## src/rtl/slt_serial_comparator_if.sv

```systemverilog
// rtl/slt_serial_comparator_if.sv - start/busy/done handshake and operand bundle for the serial comparator
interface slt_serial_comparator_if #(
    parameter int WIDTH = 32
);
    logic             start;
    logic             signed_mode;
    logic [WIDTH-1:0] a;
    logic [WIDTH-1:0] b;
    logic             busy;
    logic             done;
    logic             less_than;

    modport master (
        output start, signed_mode, a, b,
        input  busy, done, less_than
    );

    modport slave (
        input  start, signed_mode, a, b,
        output busy, done, less_than
    );
endinterface

```

## src/rtl/slt_serial_comparator.sv

```systemverilog
// rtl/slt_serial_comparator.sv - multi-cycle a<b compare (slt/sltu), STEP bits of a+~b+1 per cycle
module slt_serial_comparator #(
    parameter int WIDTH = 32,
    parameter int STEP  = 8
) (
    input logic                    clk,
    input logic                    rst_n,
    slt_serial_comparator_if.slave bus
);
    localparam int N  = WIDTH / STEP;
    localparam int IW = (N > 1) ? $clog2(N) : 1;

    typedef enum logic {IDLE, RUN} state_t;

    state_t           state_q, state_d;
    logic [WIDTH-1:0] a_q, a_d;
    logic [WIDTH-1:0] b_q, b_d;
    logic             mode_q, mode_d;
    logic             carry_q, carry_d;
    logic             done_q, done_d;
    logic             lt_q, lt_d;
    logic [IW-1:0]    idx_q, idx_d;

    logic [STEP-1:0]  a_slice;
    logic [STEP-1:0]  nb_slice;
    logic [STEP:0]    sum;
    logic             cout;
    logic             cmsb;
    logic             dmsb;
    logic             last;
    logic [WIDTH-1:0] a_next;
    logic [WIDTH-1:0] b_next;

    // Operands shift right so the active slice is always the low STEP bits.
    assign a_slice  = a_q[STEP-1:0];
    assign nb_slice = ~b_q[STEP-1:0];
    assign sum      = {1'b0, a_slice} + {1'b0, nb_slice} + {{STEP{1'b0}}, carry_q};
    assign cout     = sum[STEP];
    assign dmsb     = sum[STEP-1];
    assign cmsb     = sum[STEP-1] ^ a_slice[STEP-1] ^ nb_slice[STEP-1];
    assign last     = (idx_q == IW'(N - 1));

    if (N > 1) begin : g_shift
        assign a_next = {{STEP{1'b0}}, a_q[WIDTH-1:STEP]};
        assign b_next = {{STEP{1'b0}}, b_q[WIDTH-1:STEP]};
    end else begin : g_noshift
        assign a_next = a_q;
        assign b_next = b_q;
    end

    always_ff @(posedge clk) begin
        if (!rst_n) begin
            state_q <= IDLE;
            a_q     <= '0;
            b_q     <= '0;
            mode_q  <= 1'b0;
            carry_q <= 1'b0;
            done_q  <= 1'b0;
            lt_q    <= 1'b0;
            idx_q   <= '0;
        end else begin
            state_q <= state_d;
            a_q     <= a_d;
            b_q     <= b_d;
            mode_q  <= mode_d;
            carry_q <= carry_d;
            done_q  <= done_d;
            lt_q    <= lt_d;
            idx_q   <= idx_d;
        end
    end

    always_comb begin
        state_d = state_q;
        a_d     = a_q;
        b_d     = b_q;
        mode_d  = mode_q;
        carry_d = carry_q;
        done_d  = 1'b0;
        lt_d    = lt_q;
        idx_d   = idx_q;
        case (state_q)
            IDLE: begin
                if (bus.start) begin
                    a_d     = bus.a;
                    b_d     = bus.b;
                    mode_d  = bus.signed_mode;
                    carry_d = 1'b1;
                    idx_d   = '0;
                    state_d = RUN;
                end
            end
            RUN: begin
                carry_d = cout;
                idx_d   = idx_q + 1'b1;
                a_d     = a_next;
                b_d     = b_next;
                if (last) begin
                    // Signed: sign of difference corrected by overflow; unsigned: borrow.
                    lt_d    = mode_q ? (dmsb ^ cmsb ^ cout) : ~cout;
                    done_d  = 1'b1;
                    state_d = IDLE;
                end
            end
            default: state_d = IDLE;
        endcase
    end

    assign bus.busy      = (state_q == RUN);
    assign bus.done      = done_q;
    assign bus.less_than = lt_q;
endmodule
```

## src/flat_wrapper.sv

```systemverilog
// flat-port wrapper written by rule: the top's interface ports become plain ports
module slt_serial_comparator_flat 
#(
    parameter int WIDTH = 32,
    parameter int STEP  = 8
)
  (clk, rst_n, bus_start, bus_signed_mode, bus_a, bus_b, bus_busy, bus_done, bus_less_than);
  slt_serial_comparator_if #(.WIDTH(WIDTH)) bus_i ();
  input logic clk;
  input logic rst_n;
  input wire logic [$bits(bus_i.start)-1:0] bus_start;
  input wire logic [$bits(bus_i.signed_mode)-1:0] bus_signed_mode;
  input wire logic [$bits(bus_i.a)-1:0] bus_a;
  input wire logic [$bits(bus_i.b)-1:0] bus_b;
  output wire logic [$bits(bus_i.busy)-1:0] bus_busy;
  output wire logic [$bits(bus_i.done)-1:0] bus_done;
  output wire logic [$bits(bus_i.less_than)-1:0] bus_less_than;
  assign bus_i.start = bus_start;
  assign bus_i.signed_mode = bus_signed_mode;
  assign bus_i.a = bus_a;
  assign bus_i.b = bus_b;
  assign bus_busy = bus_i.busy;
  assign bus_done = bus_i.done;
  assign bus_less_than = bus_i.less_than;
  slt_serial_comparator #(.WIDTH(WIDTH), .STEP(STEP)) u_core (.clk(clk), .rst_n(rst_n), .bus(bus_i));
endmodule
```

## config.mk

```make
export PLATFORM = sky130hd
export DESIGN_NAME = slt_serial_comparator_flat
export DESIGN_NICKNAME = d
export VERILOG_FILES = /design/src/rtl/slt_serial_comparator_if.sv /design/src/rtl/slt_serial_comparator.sv /design/src/flat_wrapper.sv
export SDC_FILE = /design/constraint.sdc
export NUM_CORES = 1
export LEC_CHECK = 0
export CAP_MARGIN = 15
export CORE_ASPECT_RATIO = 1.5
export CORE_MARGIN = 2
export CORE_UTILIZATION = 55
export CTS_CLUSTER_SIZE = 12
export DETAILED_ROUTE_END_ITERATION = 10
export PLACE_DENSITY = 0.85
export SYNTH_ARGS = -nofsm -noshare
export SYNTH_HDL_FRONTEND = slang
export SYNTH_SLANG_ARGS = --single-unit
```

## constraint.sdc

```tcl
create_clock -name clk -period 3.8 [get_ports clk]
set_clock_uncertainty 0.05 [all_clocks]
set_input_delay 0.76 -clock clk [delete_from_list [all_inputs] [get_ports clk]]
set_output_delay 0.76 -clock clk [all_outputs]
set_load 0.01 [all_outputs]
```

==> run_results.csv <==
group,metric,value,unit
power_and_ir_drop,swShare,0.2383,
placed_design,port_buffers,70,
clock_network,cts.hold.buffers_added,0,
setup_path,end_kind,"primary output",
drt,via_per_inst,5.165,
timing,fin_setup_tns,0,ns
placed_design,dpl.hpwl,4783,um
power_and_ir_drop,power.leakage,0.001740,uW
setup_path,path_cells,"clkdlybuf4s50_1",
placed_design,placed_area,3976,sq um
clock_network,clock_latency,0.33,ns
power_and_ir_drop,power.switching,405.6,uW
setup_path,cp-startpoint,"u_core.bus.busy",
global_route,antenna_found_initial,0,
timing,period_minus_slack,2.595,ns
drt,drc,0,
clock_network,cts_made_buffers,9,
worst_hold_path,hp-start,"u_core.b_q[31]",
drt,wire_per_inst,13.77,um
yosys,yosys-top-cells-area,"dfxtp_1 (43%), mux2i_1 (20%), and2_1 (9.2%)",
timing,hold_violations,0,
yosys,synthCells,370,
drt,drtIter0Drc,138,
setup_path,cp_num_buf_inv,1,
floorplanning,io_pins,71,
setup_path,rrSetupSlack,1.83,ns
yosys,synth_top_area_cell,"dfxtp_1",
power_and_ir_drop,total_power,1702,uW
timing,finalSetupViolations,0,
timing,worst_slack,1.205,ns
clock_network,cts.repair.resized,0,
yosys,synth_cell_types,24,
placed_design,gp_congestion,0.8095,
clock_network,cts_tree,"built",
setup_path,max_stage_delay,0.78,ns
drt,ant_nets,0,
clock_network,clkSlewWorstSetupHoldPaths,0.07,ns
global_route,grt_max_degree,69,
yosys,syn_area,3326,sq um
clock_network,cts_root_buffer,"clkbuf_8",
setup_path,r2r_start,"u_core.bus.busy",
power_and_ir_drop,p_seq_frac,0.482,
power_and_ir_drop,internal_power,1297,uW
power_and_ir_drop,comb_power_share,0.143,
drt,drt_wl_total,6928,um
run_status,status,"finished, final reports clean",
yosys,syn_nets,447,
setup_path,start_kind,"flop",
yosys,synth_seq_area_share,0.4274,
cells_and_area,area_delta_synth_final,25.96,%
yosys,yosysWarnings,0,
global_route,grt_pass1_wl,11540,um
cells_and_area,final_area,4189,sq um
drt,drt_pre_antenna_iters,4,
cells_and_area,final_core_util,0.7188,
setup_path,cp.required,2.99,ns
yosys,syn_area_per_cell,8.988,sq um
yosys,netlist.area_leader.share,0.4274,
setup_path,r2r_cells,4,
setup_path,path_depth,1,
yosys,ys_ff_latch,71,
drt,vias,2598,
setup_path,crit_type,"reg2out",
setup_path,arrival,1.78,ns
setup_path,slowest_stage,"dfxtp_2",
floorplanning,fp-row-count,34,
placed_design,pre_cts_ws,1.306,ns
setup_path,cp_top_family,"flip-flops",
clock_network,h-tree-depth,3,
timing,worstMarginPinSlew,1.072,ns
power_and_ir_drop,powerDensity,406.3,nW/um^2
clock_network,clock_sinks,71,
floorplanning,die_area,6697,sq um
timing,fmax,385.4,MHz
global_route,grt_overflow,0,
floorplanning,core_area,5828,sq um
worst_hold_path,holdPathStages,2,
floorplanning,die_h,99.24,um
setup_path,crit_fanout,45,
cells_and_area,fill_cells,441,
power_and_ir_drop,clockPowerShare,0.375,
timing,slew_violations,0,
global_route,grt_util_all_layers,0.2265,
job,maxCapViolCount,0,
global_route,grt_pass1_vias,2540,
timing,max-slew-margin-rel,0.2856,
clock_network,cts_setup_buffers,0,
floorplanning,dieWidth,67.49,um
clock_network,clockBufferDepth,2,
floorplanning,initial_core_util,0.5706,
cells_and_area,antenna_cells,0,
worst_hold_path,min_path_type,"reg2reg",
timing,rsz0062_at_grt,"no",
cells_and_area,drive_gt1_frac,0.04408,
timing,timing.final.crit_share,0.6828,
power_and_ir_drop,ir_drop,0.0002744,V
cells_and_area,fin_nets,503,
## metrics by stage
stage / std cells / hold slack [ns]
after floorplan: 370 / 0.4102
after global placement: 487 / 0.4223
after detailed placement: 487 / 0.4421
after CTS: 503 / 0.4604
after global routing: 503 / 0.4881
final: 503 / 0.4535
## flip-flops by register name, indices dropped and copies added, names as in the netlist
name and flops:
u_core.a_q 32, u_core.b_q 32, u_core.bus.busy 1, u_core.bus.done 1
u_core.bus.less_than 1, u_core.carry_q 1, u_core.idx_q 2, u_core.mode_q 1
## path summary, 6_finish.rpt
check                    endpoint
max                      bus_busy
min                u_core.b_q[31]
max reg2reg  u_core.bus.less_than
min reg2reg        u_core.b_q[31]
## area by class of cell
class	count	area (sq um)	share of cell area
Clock buffer	10	127.6	0.03047
Clock inverter	6	85.08	0.02031
Inverter	8	30.03	0.007168
Multi-Input combinational cell	264	1720	0.4107
Sequential cell	71	1423	0.3396
Tap cell	72	90.09	0.02151
Timing Repair Buffer	72	713.2	0.1703
## cell usage in the layout, fill, tap and decap left out, drive strengths merged, types with 3 or more instances in the layout
cell type      instances
a21oi                  6
and2                  49
buf                    3
clkbuf                10
clkdlybuf4s50         69
dfxtp                 71
ha                     9
inv                    8
mux2i                 66
nand2                 50
nor2                  18
nor2b                  5
o21ai                 50
## cell usage after synthesis
cell	instances
nor2b_1	5
nand3_1	1
nand4_1	1
or3_1	1
mux2i_1	66
o31ai_1	1
inv_1	8
and2_1	49
nor3b_1	2
nand4b_1	1
buf_2	9
a31oi_1	2
nand2_1	50
o21ai_0	50
dfxtp_1	71
nand2b_1	1
a21oi_1	6
buf_4	4
buf_8	1
ha_1	9
and3_1	1
nor2_1	18
buf_6	2
clkbuf_1	11
## routing by layer
layer	routed length (um)	global-route usage
met1	2940	0.2802
met2	3557	0.3763
met3	308	0.04299
met4	122	0.09576
met5	0	0
## power by group through the flow
stage | Combinational (uW) | Sequential, uW | Clock (uW)
2_1_floorplan | 158 | 821 | 0
3_3_place_gp | 235 | 834 | 0
3_5_place_dp | 243 | 836 | 0
4_1_cts | 245 | 820 | 649
5_1_grt | 272 | 826 | 682
6_report | 243 | 820 | 638
## cell families (layout without fill, tap and decap cells)
kind of cell / after synthesis / in the layout / share of synthesized area
AO/OA/AOI/OAI: 59 / 59 / 0.09029
adder cells (fa/ha/maj): 9 / 9 / 0.03386
buffers and inverters: 35 / 96 / 0.05530
flip-flops: 71 / 71 / 0.4274
multiplexers: 66 / 66 / 0.1986
AND/OR/NAND/NOR: 130 / 130 / 0.1945
No activity file was read; power rests on OpenSTA's default activity.
